### src/rtl/burst_read_responder.sv
// Burst read responder: queues read bursts, fetches 64-byte beats from a
// 1-cycle-latency memory port and streams them back in request order.
module burst_read_responder #(
   parameter int DATA_WIDTH = 512,
   parameter int ADDR_WIDTH = 64,
   parameter int REQ_DEPTH  = 4
) (
   input  logic                  clk,
   input  logic                  rst_n,
   input  logic                  rd_req,
   output logic                  rd_req_ack,
   input  logic [7:0]            rd_len,
   input  logic [ADDR_WIDTH-1:0] rd_address,
   output logic                  rd_axi_valid,
   input  logic                  rd_axi_ready,
   output logic                  rd_axi_last,
   output logic [DATA_WIDTH-1:0] rd_axi_data,
   output logic                  mem_rd_en,
   output logic [ADDR_WIDTH-7:0] mem_rd_addr,
   input  logic [DATA_WIDTH-1:0] mem_rd_data,
   output logic                  busy,
   output logic [1:0]            err_status
);
   localparam int BA_W  = ADDR_WIDTH - 6;
   localparam int QP_W  = $clog2(REQ_DEPTH);
   localparam int CNT_W = QP_W + 1;

   typedef enum logic {IDLE, STREAM} state_t;

   // request queue
   logic [BA_W-1:0]  q_addr [REQ_DEPTH];
   logic [7:0]       q_len  [REQ_DEPTH];
   logic [QP_W-1:0]  wr_ptr, rd_ptr;
   logic [CNT_W-1:0] q_count;
   logic             q_full, push, q_pop;

   // engine
   state_t          state, state_nx;
   logic [BA_W-1:0] beat_addr, beat_addr_nx, src_addr;
   logic [7:0]      remaining, remaining_nx, src_rem;
   logic            have, issue, credit_ok;
   logic            inflight, inflight_last;

   // 2-entry output buffer
   logic [DATA_WIDTH-1:0] buf_data [2];
   logic [1:0]            buf_last;
   logic                  buf_head;
   logic [1:0]            buf_count;
   logic                  from_buf, out_pop, buf_wr, buf_pop, buf_wr_idx;
   logic [2:0]            occ;

   logic [7:0] span;
   logic       crosses;

   assign q_full     = (q_count == CNT_W'(REQ_DEPTH));
   assign rd_req_ack = rd_req & ~q_full & rst_n;
   assign push       = rd_req & rd_req_ack;

   always_ff @(posedge clk or negedge rst_n) begin
      if (!rst_n) begin
         wr_ptr  <= '0;
         rd_ptr  <= '0;
         q_count <= '0;
      end else begin
         if (push)  wr_ptr <= wr_ptr + QP_W'(1);
         if (q_pop) rd_ptr <= rd_ptr + QP_W'(1);
         q_count <= q_count + CNT_W'(push) - CNT_W'(q_pop);
      end
   end

   always_ff @(posedge clk) begin
      if (push) begin
         q_addr[wr_ptr] <= rd_address[ADDR_WIDTH-1:6];
         q_len[wr_ptr]  <= rd_len;
      end
   end

   // Slots already committed: buffered beats plus the one returning from memory,
   // less whatever the requester takes this cycle.
   assign occ       = 3'(buf_count) + 3'(inflight) - 3'(out_pop);
   assign credit_ok = (occ < 3'd2);

   // In IDLE the head is popped and its first beat may issue in the same cycle.
   always_comb begin
      state_nx     = state;
      beat_addr_nx = beat_addr;
      remaining_nx = remaining;
      q_pop        = 1'b0;
      src_addr     = beat_addr;
      src_rem      = remaining;
      have         = (state == STREAM);
      if (state == IDLE && q_count != '0) begin
         q_pop        = 1'b1;
         src_addr     = q_addr[rd_ptr];
         src_rem      = q_len[rd_ptr];
         have         = 1'b1;
         state_nx     = STREAM;
         beat_addr_nx = q_addr[rd_ptr];
         remaining_nx = q_len[rd_ptr];
      end
      issue = have & credit_ok;
      if (issue) begin
         if (src_rem == 8'd0) begin
            if (state == STREAM && q_count != '0) begin
               q_pop        = 1'b1;
               beat_addr_nx = q_addr[rd_ptr];
               remaining_nx = q_len[rd_ptr];
            end else begin
               state_nx = IDLE;
            end
         end else begin
            beat_addr_nx = src_addr + BA_W'(1);
            remaining_nx = src_rem - 8'd1;
         end
      end
   end

   always_ff @(posedge clk or negedge rst_n) begin
      if (!rst_n) begin
         state         <= IDLE;
         beat_addr     <= '0;
         remaining     <= '0;
         inflight      <= 1'b0;
         inflight_last <= 1'b0;
      end else begin
         state         <= state_nx;
         beat_addr     <= beat_addr_nx;
         remaining     <= remaining_nx;
         inflight      <= issue;
         inflight_last <= issue & (src_rem == 8'd0);
      end
   end

   assign mem_rd_en   = issue;
   assign mem_rd_addr = issue ? src_addr : '0;

   // A returning beat is presented directly when the buffer is empty and only
   // lands in the buffer if the requester does not take it straight away.
   assign from_buf     = (buf_count != 2'd0);
   assign rd_axi_valid = from_buf | inflight;
   assign out_pop      = rd_axi_valid & rd_axi_ready;
   assign buf_pop      = out_pop & from_buf;
   assign buf_wr       = inflight & (from_buf | ~rd_axi_ready);
   assign buf_wr_idx   = buf_head ^ (buf_count == 2'd1);

   always_comb begin
      rd_axi_data = '0;
      rd_axi_last = 1'b0;
      if (from_buf) begin
         rd_axi_data = buf_data[buf_head];
         rd_axi_last = buf_last[buf_head];
      end else if (inflight) begin
         rd_axi_data = mem_rd_data;
         rd_axi_last = inflight_last;
      end
   end

   always_ff @(posedge clk or negedge rst_n) begin
      if (!rst_n) begin
         buf_count <= 2'd0;
         buf_head  <= 1'b0;
      end else begin
         buf_count <= buf_count + 2'(buf_wr) - 2'(buf_pop);
         if (buf_pop) buf_head <= ~buf_head;
      end
   end

   always_ff @(posedge clk) begin
      if (buf_wr) begin
         buf_data[buf_wr_idx] <= mem_rd_data;
         buf_last[buf_wr_idx] <= inflight_last;
      end
   end

   assign span    = {2'b00, rd_address[11:6]} + {1'b0, rd_len[6:0]};
   assign crosses = (span > 8'd63) | (rd_len > 8'd63);

   always_ff @(posedge clk or negedge rst_n) begin
      if (!rst_n) begin
         err_status <= 2'b00;
      end else if (push) begin
         if (rd_address[5:0] != 6'd0) err_status[0] <= 1'b1;
         if (crosses)                 err_status[1] <= 1'b1;
      end
   end

   assign busy = (q_count != '0) | (state != IDLE) | inflight | (buf_count != 2'd0);

endmodule
### config.mk
export PLATFORM = sky130hd
export DESIGN_NAME = burst_read_responder
export DESIGN_NICKNAME = d
export VERILOG_FILES = /design/src/rtl/burst_read_responder.sv
export SDC_FILE = /design/constraint.sdc
export NUM_CORES = 2
export LEC_CHECK = 0
export BUFFER_PORTS_ARGS = -buffer_cell sky130_fd_sc_hd__buf_4
export CELL_PAD_IN_SITES_DETAIL_PLACEMENT = 1
export CELL_PAD_IN_SITES_GLOBAL_PLACEMENT = 2
export CORE_AREA = 8 8 453 455
export CTS_CLUSTER_DIAMETER = 50
export DETAILED_ROUTE_END_ITERATION = 16
export DIE_AREA = 0 0 461 463
export PLACE_DENSITY_LB_ADDON = 0.08
export SLEW_MARGIN = 30
export SYNTH_ARGS = -nofsm -noshare
export SYNTH_HDL_FRONTEND = slang
export SYNTH_SLANG_ARGS = --single-unit
### constraint.sdc
create_clock -name clk -period 29 [get_ports clk]
set_input_delay 5.8 -clock clk [delete_from_list [all_inputs] [get_ports clk]]
set_output_delay 5.8 -clock clk [all_outputs]
set_load 0.1 [all_outputs]
## Yosys cells after proc, flatten, opt, wreduce, memory -nomap -nowiden

Memory sizes are Yosys's and may differ from the RTL's.
Index checks and enable logic that the tools add are counted.

- Input bits: 588
- Word-level logic and storage cells: 93
- Register bits after elaboration: 83
- Output and inout port bits: 577
- RAM bits: 1,288
- Memories kept: 3

Memory list:

| name | depth | width | read ports | clocked after memory_dff | wr ports | line | RTL |
|---|---|---|---|---|---|---|---|
| buf_data | 2 | 512 | 1 | 0 | 1 | 45 | `logic [DATA_WIDTH-1:0] buf_data [2];` |
| q_addr | 4 | 58 | 1 | 0 | 1 | 31 | `logic [BA_W-1:0] q_addr [REQ_DEPTH];` |
| q_len | 4 | 8 | 1 | 0 | 1 | 32 | `logic [7:0] q_len [REQ_DEPTH];` |

- Reductions and logical operators: 9
- Bitwise gates (word level): 19
- Equality and inequality tests: 2
- Add/sub/neg operators: 11
- Magnitude comparators: 6
- Muxes and demuxes: 30

Operators with widths:

| operator | count |
|---|---|
| 2-to-1 mux 512 bit | 2 |
| 2-to-1 mux 58 bit | 5 |
| adder 58 x 1 -> 58 bit, second input constant | 1 |
| 2-to-1 mux 8 bit | 4 |
| 2-to-1 mux 1 bit | 17 |
| greater-than comparator 8 x 6 -> 1 bit, second input constant | 2 |
| adder 6 x 7 -> 8 bit | 1 |
| bitwise AND 1 bit | 8 |
| logical NOT 8 bit | 1 |
| subtractor 8 x 1 -> 8 bit, second input constant | 1 |
| OR 1 bit | 6 |
| nonzero test 6 bit | 1 |
| subtractor 3 x 1 -> 3 bit | 2 |
| adder 2 x 1 -> 2 bit, second input constant | 2 |
| less-than comparator 1 x 2 -> 1 bit, second input constant | 2 |
| NOT 1 bit | 4 |
| AND reduction 2 bit | 2 |
| adder 2 x 1 -> 3 bit | 1 |
| adder 3 x 1 -> 3 bit | 1 |
| == test 3 bit, second input constant | 1 |
| logical AND 1 bit | 3 |
| less-than comparator 3 x 2 -> 1 bit, second input constant | 1 |
| nonzero test 3 bit | 1 |
| adder 2 x 1 -> 2 bit | 1 |
| 7 further kinds | 7 |

## Logic depth before layout (Yosys ltp)

- Depth in word-level cells: 8
- Mapped depth: 20
- Mapped depth without buffers: 17

## Worst setup path after synthesis

No wires, ideal clock.

- Kind: input to register
- Start: input rd_axi_ready
- End: memory buf_data[0][0], enable pin
- Arrival time: 27.188 ns
- Setup slack: 0.410 ns
- Setup time: 1.402 ns
- Data required time: 27.598 ns
- Buffers on the path: 0
- Stages: 3
- Path through: nand2_1 -> nand2_1 -> nor2_1

- Longest elaborated chain between the ends: 5

RTL lines:

| element | line | RTL |
|---|---|---|
| start: declaration | 15 | `input logic rd_axi_ready,` |
| NOT 1 bit | 143 | `assign buf_wr = inflight & (from_buf \| ~rd_axi_ready);` |
| OR 1 bit | 143 |  |
| bitwise AND 1 bit | 143 |  |
| 2-to-1 mux 1 bit | 169 | `if (buf_wr) begin` |
| 2-to-1 mux 1 bit (not written as such) | 170 | `buf_data[buf_wr_idx] <= mem_rd_data;` |
| end: declaration | 45 |  |

No other way between the ends.

## Final worst setup path

- Start: input rd_axi_ready
- End: output mem_rd_addr[44]

- Longest elaborated chain between the ends: 5

RTL lines:

| element | line | RTL |
|---|---|---|
| bitwise AND 1 bit | 141 | `assign out_pop = rd_axi_valid & rd_axi_ready;` |
| subtractor 3 x 1 -> 3 bit | 80 | `assign occ = 3'(buf_count) + 3'(inflight) - 3'(out_pop);` |
| less-than comparator 3 x 2 -> 1 bit | 81 | `assign credit_ok = (occ < 3'd2);` |
| bitwise AND 1 bit | 101 | `issue = have & credit_ok;` |
| 2-to-1 mux 58 bit | 135 | `assign mem_rd_addr = issue ? src_addr : '0;` |
| end: declaration | 19 | `output logic [ADDR_WIDTH-7:0] mem_rd_addr,` |

No other way between the ends.

==> reports/qor.csv <==
stage;metric;value;unit
synthesis;yosysWarnings;0;
floorplan;num_io_pins;1165;
sta;finalHoldViolations;0;
global_route;track_usage;20.8;%
global_route;grt_pass1_vias;41365;
sta;final.period_utilization;52.0;%
critical_path;rr_startpoint;q_count[1];
clocking;root_buffer;clkbuf_16;
synthesis;synth_compound_area_share;7.27;%
critical_path;critical_path_required;23.20;ns
min_path;hold_path_end;err_status[1];
synthesis;muxShareOfSynthArea;12.5;%
global_route;antenna_found_initial;72;
min_path;min_from;err_status[1];
synthesis;synth_cell_types;78;
routing;route.detailed.drc;0;
finish;final_nets;5790;
floorplan;initial_core_util;29.7;%
min_path;holdPathStages;1;
sta;setup_viol;0;
routing;drt-initial-drc-count;2257;
clocking;ctsResizeCount;0;
critical_path;crit_path_max_fanout;65;
floorplan;fp.dieH;463;um
place;io_buffers;1164;
synthesis;netlist_instances;4067;
sta;tightest_slew;0.982;ns
critical_path;reg2regPathDepth;17;
synthesis;syn_nets;4674;
global_route;grt_pass1_wl;324000;um
critical_path;cp-start-kind;input pin;
place;routabilityCongestion;0.791;
synthesis;async_flop_share;5.91;%
synthesis;yosys.area_share.simple;8.06;%
routing;first_pass_iters;5;
finish;final_cell_mix;edfxtp_1 (1,290), buf_4 (1,216), o21ai_0 (567);
floorplan;fp.dieArea;0.213;mm2
sta;fmax;66.3;MHz
synthesis;ys_ff_latch;1371;
synthesis;yosysTopAreaCellShare;65.7;%
min_path;hp-class;reg -> reg;
clocking;clock_path_buffers;3;
routing;vias_per_cell;5.06;
sta;fin_crit;15.09;ns
clocking;cts_made_buffers;189;
synthesis;yosysSeqAreaShare;69.2;%
synthesis;synth.avg_cell_area;14.5;um2
synthesis;yosysTopAreaCell;edfxtp_1;
synthesis;synth_top_family_by_area;multiplexers;
clocking;cts_setup_buffers;0;
synthesis;syn_area;0.0589;mm2
run;max_cap_viol_count;0;
floorplan;coreArea;0.198;mm2
synthesis;yosys-top-cells-area;edfxtp_1 (66%), mux2i_1 (9.5%), o21ai_0 (4.8%);
floorplan;die_width;461;um
critical_path;worstSetupEndpointType;output port;
clocking;cts_tree;yes;
synthesis;synth-edff-count;1290;
place;dp_hpwl;164000;um
clocking;clkSlewWorstSetupHoldPaths;0.05;ns
synthesis;synthXorXnorAreaFrac;0.149;%
routing;wl_per_cell;29.1;um
global_route;overflow;0;
floorplan;rows;164;
sta;slew_headroom;34.5;%
routing;ant_nets;0;
routing;drt_wl_total;234000;um
finish;final_common_cell;edfxtp_1;
clocking;clk_latency;0.83;ns
critical_path;r2r-end;q_count[2];
sta;rsz0062_at_grt;false;
finish;drive_above_1_share;29.8;%
synthesis;synth_flop_cell;edfxtp_1;
critical_path;arrival;9.29;ns
run_status;status;completed;
clocking;cts_sinks;1371;
critical_path;r2r_setup_slack;23.02;ns
critical_path;worstSetupPathType;in -> out;
sta;skew;0.0371;ns
global_route;grt_max_degree;169;
sta;drv_slew;0;
clocking;ctsHoldBuffers;0;
finish;area.growth.synth_to_final;30.2;%
sta;finalSetupTns;0;ns
clocking;htreeDepth;4;
routing;vias;40577;
synthesis;synth_adder_area_share;0.429;%
[layer usage]
layer  GRT usage [%]  share of wire (%)  vias to the layer above
met5               0               0.11                        -
met1            25.0                 40                    20765
li1                -                  -                    18273
met2            36.0                 50                     1160
met4            5.90                2.6                       42
met3            6.38                7.2                      337
[state kept, by name (all words and copies together), names as in the netlist, 2 cells and up]
register,count
q_count,3
q_addr,232
err_status,2
buf_last,2
remaining,8
beat_addr,58
buf_count,2
rd_ptr,2
q_len,32
buf_data,1024
wr_ptr,2
[layout make-up]
type / instances / area [um2]
Tap cell: 2656 / 3320
Antenna cell: 27 / 67.6
Inverter: 16 / 60.1
Clock buffer: 215 / 4890
Multi-Input combinational cell: 2368 / 16800
Sequential cell: 1371 / 40800
Fill cell: 20507 / 122000
Timing Repair Buffer: 1237 / 9460
Clock inverter: 132 / 1320
[how the worst max path moves through the flow]
| stage | depth (start not counted) | to | startpoint |
|---|---|---|---|
| floorplan | 3 | buf_data[0][0] | rd_axi_ready |
| global placement | 12 | mem_rd_addr[44] | rd_axi_ready |
| detailed placement | 12 | mem_rd_addr[44] | rd_axi_ready |
| CTS | 12 | mem_rd_addr[44] | rd_axi_ready |
| global route | 12 | mem_rd_addr[44] | rd_axi_ready |
| finish | 12 | mem_rd_addr[44] | rd_axi_ready |
[critical path, cell delays in order]
cell      delay, ns
buf_4          0.15
and2_1         0.14
ha_1           0.26
nand2b_1       0.16
fa_1           0.43
xnor2_1        0.14
nand2_1        0.12
or2_4          0.49
inv_2          0.52
buf_4          0.46
and2_1         0.25
buf_4          0.31
[through the flow]
step	util (%)	setup slack (ns)	instances	hold slack [ns]	instance area [um2]
after detailed placement	35.5	13.84	7645	0.472	70300
after floorplan	-	0.410	4067	0.443	58900
after global routing	38.7	13.69	8006	0.495	76700
after global placement	35.5	13.86	7644	0.473	70300
after CTS	38.6	13.84	7992	0.486	76600
final	38.7	13.91	8022	0.474	76700
[cell usage after synthesis, types with 7 or more instances]
| library cell | number |
|---|---|
| nand3_1 | 556 |
| edfxtp_1 | 1290 |
| o21ai_0 | 567 |
| mux2i_1 | 562 |
| o22ai_1 | 20 |
| mux2_2 | 7 |
| nor2_1 | 97 |
| o31ai_1 | 10 |
| inv_1 | 16 |
| o211ai_1 | 12 |
| a21o_1 | 7 |
| ha_1 | 17 |
| or3_1 | 15 |
| a2bb2oi_1 | 10 |
| nand2_1 | 93 |
| mux4_2 | 15 |
| xnor2_1 | 8 |
| and3_1 | 19 |
| clkbuf_1 | 229 |
| and2_1 | 26 |
| mux4_1 | 51 |
| nor3_1 | 31 |
| nor4_1 | 15 |
| buf_2 | 23 |
| a31oi_1 | 22 |
| nand4_1 | 25 |
| dfrtp_1 | 81 |
| buf_1 | 44 |
| a22oi_1 | 20 |
| or4_1 | 11 |
| a21oi_1 | 45 |
[logic make-up (layout without fill, tap and decap cells)]
logic type / Yosys count / after routing
xor gates and xnor gates: 10 / 10
AOI/OAI and AO/OA: 770 / 770
other: 0 / 27
muxes: 635 / 635
adders and majority gates: 19 / 19
and+or+nand+nor: 934 / 934
buffers and inverters: 328 / 1600
DFF: 1371 / 1371
Power is not shown: default switching activity piles up to over one toggle a cycle in this logic, so the estimate is an artifact.
